## src/rtl/rs_issue_arbiter.sv

```systemverilog
// rs_issue_arbiter
//
// Issue arbiter for one 16-entry reservation station. Reduces the per-entry
// ready vector to a single any-ready flag, picks one entry with a rotating
// round-robin pointer and offers it to the functional unit over a
// valid/ready handshake. The offer is held until it is accepted, cancelled
// (entry squashed in place) or flushed.
//
// Ports:
//   clk          rising-edge clock
//   reset_n      asynchronous active-low reset
//   req[15:0]    per-entry ready-to-issue
//   flush        synchronous pipeline flush
//   any_req      combinational OR of req
//   issue_valid  registered; an offer is present
//   issue_ready  functional unit accepts the offer this cycle
//   issue_grant  registered one-hot grant, zero when idle
//   issue_idx    binary index of issue_grant, zero when idle
//   issue_fire   combinational issue_valid & issue_ready
//   stall_cnt    saturating count of cycles with an offer but no accept
//
// Optional feature macro: RS_ISSUE_ARB_STALL_CNT_EN
//   defined   : stall_cnt is a live saturating counter, cleared only by reset
//   undefined : stall_cnt is tied to zero and no counter logic exists

module rs_issue_arbiter #(
  parameter int N     = 16,
  parameter int IDX_W = 4
) (
  input  logic             clk,
  input  logic             reset_n,
  input  logic [N-1:0]     req,
  input  logic             flush,
  output logic             any_req,
  output logic             issue_valid,
  input  logic             issue_ready,
  output logic [N-1:0]     issue_grant,
  output logic [IDX_W-1:0] issue_idx,
  output logic             issue_fire,
  output logic [15:0]      stall_cnt
);

  typedef enum logic {
    IDLE  = 1'b0,
    OFFER = 1'b1
  } state_t;

  state_t           state_q, state_nxt;
  logic [N-1:0]     grant_q, grant_nxt;
  logic [IDX_W-1:0] idx_q, idx_nxt;
  logic [IDX_W-1:0] ptr_q, ptr_nxt;

  logic [IDX_W:0]   pick_idle;
  logic [IDX_W:0]   pick_next;
  logic [IDX_W-1:0] next_ptr;

  // Scan from 'start' upwards with wrap-around; the first set bit wins.
  // Result is {found, index}.
  function automatic logic [IDX_W:0] rr_pick(input logic [N-1:0] vec,
                                             input logic [IDX_W-1:0] start);
    logic             found;
    logic [IDX_W-1:0] win;
    logic [IDX_W-1:0] cand;
    found = 1'b0;
    win   = '0;
    for (int i = 0; i < N; i++) begin
      cand = start + IDX_W'(i);
      if (!found && vec[cand]) begin
        found = 1'b1;
        win   = cand;
      end
    end
    return {found, win};
  endfunction

  assign any_req     = |req;
  assign issue_valid = (state_q == OFFER);
  assign issue_grant = grant_q;
  assign issue_idx   = idx_q;
  assign issue_fire  = issue_valid & issue_ready;

  // After a fire the pointer moves just past the fired entry, and the
  // re-arbitration masks the fired entry because the RS may still be
  // showing its req bit for one more cycle.
  assign next_ptr  = idx_q + 1'b1;
  assign pick_idle = rr_pick(req, ptr_q);
  assign pick_next = rr_pick(req & ~grant_q, next_ptr);

  always_ff @(posedge clk or negedge reset_n) begin
    if (!reset_n) begin
      state_q <= IDLE;
      grant_q <= '0;
      idx_q   <= '0;
      ptr_q   <= '0;
    end else begin
      state_q <= state_nxt;
      grant_q <= grant_nxt;
      idx_q   <= idx_nxt;
      ptr_q   <= ptr_nxt;
    end
  end

  // Flush beats cancel beats fire. A flush coinciding with a fire still
  // lets the fire count (the FU has sampled it) but the pointer stays put,
  // so the next arbitration restarts from the old position.
  always_comb begin
    state_nxt = state_q;
    grant_nxt = grant_q;
    idx_nxt   = idx_q;
    ptr_nxt   = ptr_q;
    case (state_q)
      IDLE: begin
        if (any_req && !flush) begin
          state_nxt = OFFER;
          idx_nxt   = pick_idle[IDX_W-1:0];
          grant_nxt = {{(N-1){1'b0}}, 1'b1} << pick_idle[IDX_W-1:0];
        end
      end
      OFFER: begin
        if (flush || (!req[idx_q] && !issue_ready)) begin
          state_nxt = IDLE;
          grant_nxt = '0;
          idx_nxt   = '0;
        end else if (issue_fire) begin
          ptr_nxt = next_ptr;
          if (pick_next[IDX_W]) begin
            idx_nxt   = pick_next[IDX_W-1:0];
            grant_nxt = {{(N-1){1'b0}}, 1'b1} << pick_next[IDX_W-1:0];
          end else begin
            state_nxt = IDLE;
            grant_nxt = '0;
            idx_nxt   = '0;
          end
        end
      end
      default: begin
        state_nxt = IDLE;
        grant_nxt = '0;
        idx_nxt   = '0;
      end
    endcase
  end

`ifdef RS_ISSUE_ARB_STALL_CNT_EN
  logic [15:0] stall_q;

  // Saturating; flush deliberately leaves it alone.
  always_ff @(posedge clk or negedge reset_n) begin
    if (!reset_n) begin
      stall_q <= '0;
    end else if (issue_valid && !issue_ready && (stall_q != 16'hFFFF)) begin
      stall_q <= stall_q + 16'd1;
    end
  end

  assign stall_cnt = stall_q;
`else
  assign stall_cnt = 16'h0000;
`endif

endmodule

```

## config.mk

```make
export PLATFORM = sky130hd
export DESIGN_NAME = rs_issue_arbiter
export DESIGN_NICKNAME = d
export VERILOG_FILES = /design/src/rtl/rs_issue_arbiter.sv
export SDC_FILE = /design/constraint.sdc
export NUM_CORES = 1
export LEC_CHECK = 0
export BUFFER_PORTS_ARGS = -buffer_cell sky130_fd_sc_hd__buf_4
export CAP_MARGIN = 30
export CORE_UTILIZATION = 42
export DETAILED_ROUTE_END_ITERATION = 12
export GPL_ROUTABILITY_DRIVEN = 0
export PLACE_DENSITY = 0.59
export SLEW_MARGIN = 20
export SYNTH_ARGS = -nofsm -noshare
export SYNTH_HDL_FRONTEND = slang
export SYNTH_SLANG_ARGS = --single-unit
```

## constraint.sdc

```tcl
create_clock -name clk -period 6.4 [get_ports clk]
set_input_delay 1.28 -clock clk [delete_from_list [all_inputs] [get_ports clk]]
set_output_delay 1.28 -clock clk [all_outputs]
set_load 0.01 [all_outputs]
```

; ---- Word-level counts from Yosys, hierarchy flattened
; Cells that the tools add are included.
[classes]
shifts = 2
mux = 144
n_lt_le_gt_ge = 33
n_reduce_logical = 69
addsub = 31
n_bitwise = 5
eq_ne = 2
[op_table]
columns = op, n
row1 = less-than comparator 4 x 5 -> 1 bit (second input constant), 33
row2 = two-way mux 4 bit, 36
row3 = binary-select mux 1 bit (select 4 bit), 33
row4 = two-way mux 1 bit, 68
row5 = adder 4 bit (second input constant), 16
row6 = two-way mux 16 bit, 4
row7 = logical NOT 1 bit, 33
row8 = adder 4 x 3 -> 4 bit (second input constant), 8
row9 = logical AND 1 bit, 32
row10 = one-hot mux 16 bit (2 select lines), 1
row11 = << shifter 1 x 4 -> 16 bit (first input constant), 2
row12 = adder 4 x 2 -> 4 bit (second input constant), 4
row13 = AND 16 bit, 1
row14 = inverter 16 bit, 1
row15 = OR reduction 16 bit, 1
row16 = adder 4 x 1 -> 4 bit (second input constant), 3
row17 = one-hot mux 4 bit (2 select lines), 1
row18 = != test 3 x 2 -> 1 bit (second input constant), 1
row19 = AND reduction 3 bit, 1
row20 = != test 2 bit (second input constant), 1
row21 = inverter 1 bit, 2
row22 = one-hot mux 1 bit (2 select lines), 1
row23 = AND reduction 2 bit, 1
row24 = AND 1 bit, 1
row25 = logical OR 1 bit, 1
[word_totals]
input_bits = 20
reg_bits = 25
output_inout_bits = 39
word_cells = 290

; ---- Depth between registers and ports, before layout
; Gate-level depths: netlist of run 1.
[logic_depth]
ltp_word = 55
ltp_mapped = 18
ltp_nobuf = 13

; ---- Least setup slack after synthesis of run 1
; No wires, ideal clock.
[synth_timing]
path_kind = register to register
startpoint = register ptr_q[1]
endpoint = register grant_q[5], in the netlist issue_grant[5]
path_buffers = 2
t_arrival_ns = 4.854
path_stages_with_launch = 15
synth_period_minus_slack_ns = 4.945
setup_time_ns = 0.090
required_ns = 6.310
setup_slack_ns = 1.455
path_cell_list = dfrtp_1 -> clkbuf_1 -> inv_2 -> ha_1 -> buf_1 -> mux2_2 -> mux4_2 -> mux2i_1 -> and3_1 -> nand3_2 -> or4b_1 -> a221o_1 -> a31oi_4 -> or3b_4 -> o221ai_1
[synth_between]
elab_chain_cells = 51
word_cells_on_any_way = 111
classes_between = add/sub (15) / shift (1) / mux (65) / reduce/logical (30)
[synth_lines]
columns = item, line_no
row1 = "start, declared", 51  ; logic [IDX_W-1:0] ptr_q, ptr_nxt;
row2 = "start signal, assigned", 99  ; ptr_q <= ptr_nxt;
row3 = "parallel branches: the longest is 47 deep, another holds adder 4 x 1 -> 4 bit", -
row4 = two-way mux 4 bit *, 68  ; if (!found && vec[cand]) begin
row5 = << shifter 1 x 4 -> 16 bit *, 116  ; grant_nxt = {{(N-1){1'b0}}, 1'b1} << pick_idle[IDX_W-1:0];
row6 = two-way mux 16 bit *, 113  ; if (any_req && !flush) begin
row7 = one-hot mux 16 bit (2 select lines) *, 111  ; case (state_q)
row8 = "end signal, assigned", 97  ; grant_q <= grant_nxt;
row9 = "end, declared", 49  ; logic [N-1:0] grant_q, grant_nxt;
; Every way passes the cells marked *. The select of a mux whose other input is x is not followed.
; A chain may end at the register's enable or synchronous reset.

; ---- Final worst setup path of run 1
[layout_timing]
startpoint = register ptr_q[2]
endpoint = register grant_q[15], in the netlist issue_grant[15]
; The elaborated chain is that of the path after synthesis.

==> results of run 1 <==
[layout by cell type (no fill, tap or decap), types with 6 or more instances in the layout]
cell and count:
nand2_1 72, buf_4 58, mux2i_1 51, mux2_2 43, mux4_2 40, o21ai_0 40, a21oi_1 34, nor2_1 33
dfrtp_1 25, nand2b_1 23, nand3_1 20, nor2b_1 18, o221ai_1 18, conb_1 16, o22ai_1 13, nor4_1 12
xnor2_1 12, nor3_1 12, a211oi_1 11, inv_1 10, and2_1 9, and3_1 9, ha_1 9, nor4bb_1 8
mux4_1 8, o211ai_1 7, mux2_1 7, a31oi_1 7, or2_2 6
[path summary, 6_finish.rpt]
| path | startpoint | to | cells past startpoint |
|---|---|---|---|
| min | issue_grant[10] | issue_grant[10] | 2 |
| max in group asynchronous | reset_n | ptr_q[1] | 1 |
| min reg2reg | issue_grant[10] | issue_grant[10] | 2 |
| max | ptr_q[2] | issue_grant[15] | 13 |
| max reg2reg | ptr_q[2] | issue_grant[15] | 13 |
| min in group asynchronous | reset_n | issue_grant[4] | 1 |
[flip-flops by register name (all words and copies together), names as in the netlist]
signal and flops:
issue_grant 16, issue_idx 4, issue_valid 1, ptr_q 4
[area by class of cell]
class	count	area (um2)
multi-input cells	632	5220
repair buffers	58	435
fillers	1430	7830
inverters	15	56.3
clock buffers	3	75.1
clock inverters	1	7.51
well taps	184	230
flip-flops and latches	25	626
[per-stage QoR]
| stage | hold slack, ns | instances |
|---|---|---|
| final | 0.567 | 918 |
| after detailed placement | 0.561 | 914 |
| after CTS | 0.581 | 918 |
| after floorplan | 0.547 | 742 |
| after global placement | 0.548 | 914 |
| after global routing | 0.603 | 918 |
[layer usage]
metal,wire (um),vias to the layer above,share of wire (%),GRT usage [%]
li1,-,2843,-,-
met1,9260,3103,43,39.8
met2,9920,347,46,44.8
met3,1860,24,8.6,4.12
met4,438,0,2.0,7.00
met5,0,-,0,0
[cell families after synthesis]
logic type,Yosys count,share of synthesized area [%]
buf+inv,85,6.83
compound gates,189,21.1
mux,152,35.9
fa+ha+maj,9,1.81
other cells,1,0.0604
flops,25,10.1
xor+xnor,17,2.40
simple gates,249,21.8
[worst register-to-register path: stages (launching register included)]
cell	delay [ns]
dfrtp_1	0.84
clkinv_1	0.59
ha_1	0.86
mux4_1	0.52
mux4_2	0.57
inv_1	0.12
and3_1	0.20
nand3_2	0.16
or4b_1	0.62
a221o_1	0.32
a31oi_4	0.26
nor2_1	0.09
o21ai_0	0.27
o221ai_1	0.26
==> impl_summary.log, run 1 <==
[metrics] outcome: finished clean
[metrics] pin count of the biggest net entering global routing: 44
[metrics] most used standard cells in the synthesized netlist: nand2_1, mux2i_1, mux2_2
[metrics] register area share after synthesis: about a tenth
[metrics] hpwl dp: 16,100 um
[metrics] Max stage delay on crit path: 0.85 ns
[metrics] hold-fix buffers at CTS: 0
[metrics] Worst path slowest cell: ha_1
[metrics] wire length of the first global-routing pass: 32,800 um
[metrics] final setup violating endpoints: 0
[metrics] Iteration-0 DRC Markers: a little over 800
[metrics] H-tree levels: 1
[metrics] final sum of negative setup slack: 0 ns
[metrics] number of max-cap violations: 0
[metrics] Max-Slew Margin vs Limit: 40.9%
[metrics] overall overflow remaining after global route: 0
[metrics] slew at the pin with the worst max-slew slack: 0.881 ns
[metrics] # resized after CTS: 0
[metrics] TritonCTS Buffers: 3
[metrics] nets@finish: roughly 760
[metrics] area fraction of the dominant cell type after synthesis: around 14%
[metrics] data required time of the worst path: between 6 and 7 ns
[metrics] worst reg2reg setup slack: 0.56 ns
[metrics] insertion delay of the later-clocked pin in the worst-skew pair: 0.26 ns
[metrics] syn avg cell area: between 8 and 9 um2
[metrics] DRT Pass-1 Iters: 5
[metrics] max frequency: approximately 170 MHz
[metrics] average via count per standard cell: 6.88
[metrics] final std cell area, no fill: 0.00665 mm2
[metrics] Setup WS post-layout: between 0.5 and 0.6 ns
[metrics] post-placement cell area: 0.00657 mm2
[metrics] via count: around 6.3k
[metrics] CTS tree: built
[metrics] HP Class: register to register
[metrics] number of library cell types mapped by synthesis: 82
[metrics] Rows: 44
[metrics] Worst path top cell family by delay: compound AO/OA/AOI/OAI gates
[metrics] minimum setup slack after placement: about 0.67 ns
[metrics] routed length per instance: 23.4 um
[metrics] Clock Skew: 0.00294 ns
[metrics] Cells after Synth: ~730
[metrics] leading cell type by number of instances after synthesis: nand2_1
[metrics] die footprint: between 0.015 and 0.02 mm2
[metrics] clock slew seen by the registers of the worst setup and hold paths: ~0.07 ns
[metrics] critical-path maximum fanout: 18
[metrics] Crit path buffers/inverters: 2
[metrics] clock root cell: clkbuf_16
[metrics] antenna viol nets, final: 0
[metrics] via count of the first global-routing pass: 5,682
[metrics] library cell occupying the most area in the post-synthesis netlist: mux4_2
[metrics] clock tree sinks: 25
[metrics] EDFF count, synth: 0
[metrics] count of yosys warnings during synthesis: 0
[metrics] crit path cell chain: clkinv_1, ha_1, mux4_1, mux4_2, inv_1, and3_1, nand3_2, or4b_1, a221o_1, a31oi_4, nor2_1, o21ai_0, o221ai_1
[metrics] Synth async-reset ratio: 100%
[metrics] Crit. End Element: register
[metrics] remaining routing DRC violations: 0
[metrics] core occupancy in the finished layout: 45.9%
[metrics] gr usage total: roughly 28%
[metrics] share of cells above drive strength 1: 22.8%
[metrics] antenna violations before repair: 0
[metrics] wire length reported by the detailed router: 21,500 um
[metrics] CP Data Arrival Time: between 5 and 6 ns
[metrics] Final Cycle Share: 91.3%
[metrics] final number of hold-violating endpoints: 0
[metrics] type of origin of the critical path: register
[metrics] Final Slew Violations: 0
[metrics] Max clock buf depth: 2
[metrics] clock period minus worst slack: ~5.8 ns
[metrics] Starting Density: 42.9%
[metrics] Synth area leaders: mux4_2, dfrtp_1, mux2i_1
[metrics] number of buffers inserted by post-CTS setup repair: 0
[metrics] die boundary height: 124 um
[metrics] type of the worst setup path: register to register
[metrics] total of buffers placed on input and output ports: 42
[metrics] Die X-Extent: 124 um
[metrics] Core Area: 0.0145 mm2
[metrics] count of state elements after synthesis: 25
[metrics] boundary pin count: around 60
[metrics] ANT cells: 0
[metrics] RSZ-0062 raised after global routing: no
[metrics] most used flip-flop cell after synthesis: dfrtp_1
[metrics] layout overhead on the synthesized area: 7.03%
[metrics] post-synth design cell area: 0.00621 mm2
Power of run 1 is left out: the tool's default activity adds up to more than one toggle a clock period on the data nets, which glitch-free logic cannot reach.
==> run 2, diff against run 1 <==
Settings changed: PLACE_DENSITY 0.59 to 0.61, SKIP_CTS_REPAIR_TIMING set to 1.
Clock period 6.4 ns to 5.15 ns, I/O delays scaled along.
==> run 2 against run 1 <==
The run now ends with design-rule violations left. Critical path type unchanged. Clock skew is 0.0011 ns lower. Count of clock-buffer cells in the layout is the same. Fmax rose by 25%. Largest cell class unchanged. Global-route usage rose by 0.066 points. Cell area up 3.5%. Flip-flop and latch count is the same. Final cell count grew 3.4%. Routed wire length is essentially flat.
==> impl_summary.log, run 2 (same netlist as run 1, synthesis figures left out) <==
[metrics] outcome: finished, violations left
[metrics] failing checks: design-rule violations
[metrics] Clock Skew: 0.00181 ns
[metrics] clock root cell: clkbuf_16
[metrics] max frequency: 214 MHz
[metrics] slew at the pin with the worst max-slew slack: 0.715 ns
[metrics] clock slew seen by the registers of the worst setup and hold paths: around 0.07 ns
[metrics] Final Cycle Share: between 90% and 100%
[metrics] critical-path maximum fanout: 31
[metrics] most common cell after layout, fill and taps aside: buf_4
[metrics] final sum of negative setup slack: 0 ns
[metrics] via count: 6,441
[metrics] TritonCTS Buffers: 3
[metrics] average via count per standard cell: 6.79
[metrics] CP Data Arrival Time: just under 5 ns
[metrics] Max stage delay on crit path: 0.58 ns
[metrics] hpwl dp: 16,300 um
[metrics] die boundary height: roughly 120 um
[metrics] clock period minus worst slack: 4.67 ns
[metrics] RSZ-0062 raised after global routing: no
[metrics] H-tree levels: 1
[metrics] Max clock buf depth: 2
[metrics] number of max-cap violations: 0
[metrics] Worst path slowest cell: mux4_2
[metrics] DRT Pass-1 Iters: 9
[metrics] minimum setup slack after placement: between 0.4 and 0.5 ns
[metrics] Max-Slew Margin vs Limit: about half
[metrics] die footprint: roughly 0.015 mm2
[metrics] leading cell types in the layout, fill and taps excluded: buf_4, nand2_1, mux2i_1, mux2_2
[metrics] routed length per instance: 22.6 um
[metrics] type of the worst setup path: register to register
[metrics] HP Class: register to register
[metrics] Rows: 44
[metrics] boundary pin count: around 60
[metrics] Crit. End Element: register
[metrics] insertion delay of the later-clocked pin in the worst-skew pair: between 0.2 and 0.3 ns
[metrics] nets@finish: ~800
[metrics] share of cells above drive strength 1: 25.9%
[metrics] crit path cell chain: inv_2, ha_1, buf_4, mux4_2, mux2i_1, mux2i_1, nor4_4, nand3_2, or4b_1, a221o_1, a31oi_4, or3b_4, o221ai_1
[metrics] via count of the first global-routing pass: 5,941
[metrics] antenna viol nets, final: 0
[metrics] Starting Density: 42.9%
[metrics] remaining routing DRC violations: 2
[metrics] number of flip-flops under the largest register name: 16
[metrics] data required time of the worst path: 5.33 ns
[metrics] final setup violating endpoints: 0
[metrics] number of filler instances in the final layout: 1,423
[metrics] layout overhead on the synthesized area: 10.8%
[metrics] gr usage total: about 28%
[metrics] pin count of the biggest net entering global routing: 44
[metrics] CTS tree: built
[metrics] Core Area: 0.0145 mm2
[metrics] Iteration-0 DRC Markers: 756
[metrics] total of buffers placed on input and output ports: 42
[metrics] ANT cells: 0
[metrics] antenna violations before repair: 0
[metrics] Die X-Extent: between 100 and 150 um
[metrics] Final Slew Violations: 0
[metrics] wire length reported by the detailed router: 21,500 um
[metrics] final number of hold-violating endpoints: 0
[metrics] overall overflow remaining after global route: 0
[metrics] wire length of the first global-routing pass: 33,100 um
[metrics] Setup WS post-layout: 0.476 ns
[metrics] critical path's most frequent cell: mux2i_1
[metrics] clock tree sinks: 25
[metrics] type of origin of the critical path: register
[run 2: cell count changes in the layout (fill, tap and decap cells not counted), sizes merged]
cell	delta
buf	+31
[run 2: through the flow]
stage / instances / util (%) / hold WS [ns] / area (um2)
floorplan: 742 / - / 0.547 / 6270
global placement: 945 / 47.0 / 0.545 / 6800
detailed placement: 945 / 47.0 / 0.558 / 6800
CTS: 949 / 47.5 / 0.576 / 6880
global route: 949 / 47.5 / 0.610 / 6880
finish: 949 / 47.5 / 0.588 / 6880
[run 2: final cells by class]
type / count / area (um2) / share of cell area, %
multi-input combinational: 632 / 5220 / 75.8
clock inverter: 1 / 7.51 / 0.109
tap: 184 / 230 / 3.34
timing repair buffer: 89 / 668 / 9.71
inverter: 15 / 56.3 / 0.818
clock buffer: 3 / 75.1 / 1.09
sequential: 25 / 626 / 9.09
[run 2: layer usage]
layer / track usage [%] / routed length (um)
met2: 45.4 / 10000
met3: 5.17 / 1870
met4: 11.2 / 904
met1: 37.2 / 8660
met5: 0 / 0
[run 2: final timing paths]
kind | startpoint | end | slack (ns) | cells after the start
worst min register to register | issue_grant[7] | issue_grant[7] | 0.59 | 2
worst min-delay path | issue_grant[7] | issue_grant[7] | 0.59 | 2
worst max register to register | ptr_q[1] | issue_grant[3] | 0.48 | 13
worst max-delay path | ptr_q[1] | issue_grant[3] | 0.48 | 13
max in group asynchronous | reset_n | ptr_q[2] | 4.23 | 1
min in group asynchronous | reset_n | issue_grant[4] | 0.66 | 1
[run 2: worst max-delay path: cells and delay by family, from the launching register on]
family / cells / cell delay [ns]
buffers and inverters: 2 / 0.42
multiplexers: 3 / 1.14
adder cells (fa/ha/maj): 1 / 0.26
AO/OA/AOI/OAI: 3 / 0.80
flip-flops: 1 / 0.37
AND/OR/NAND/NOR: 4 / 1.54
Power of run 2 is left out for the same reason.
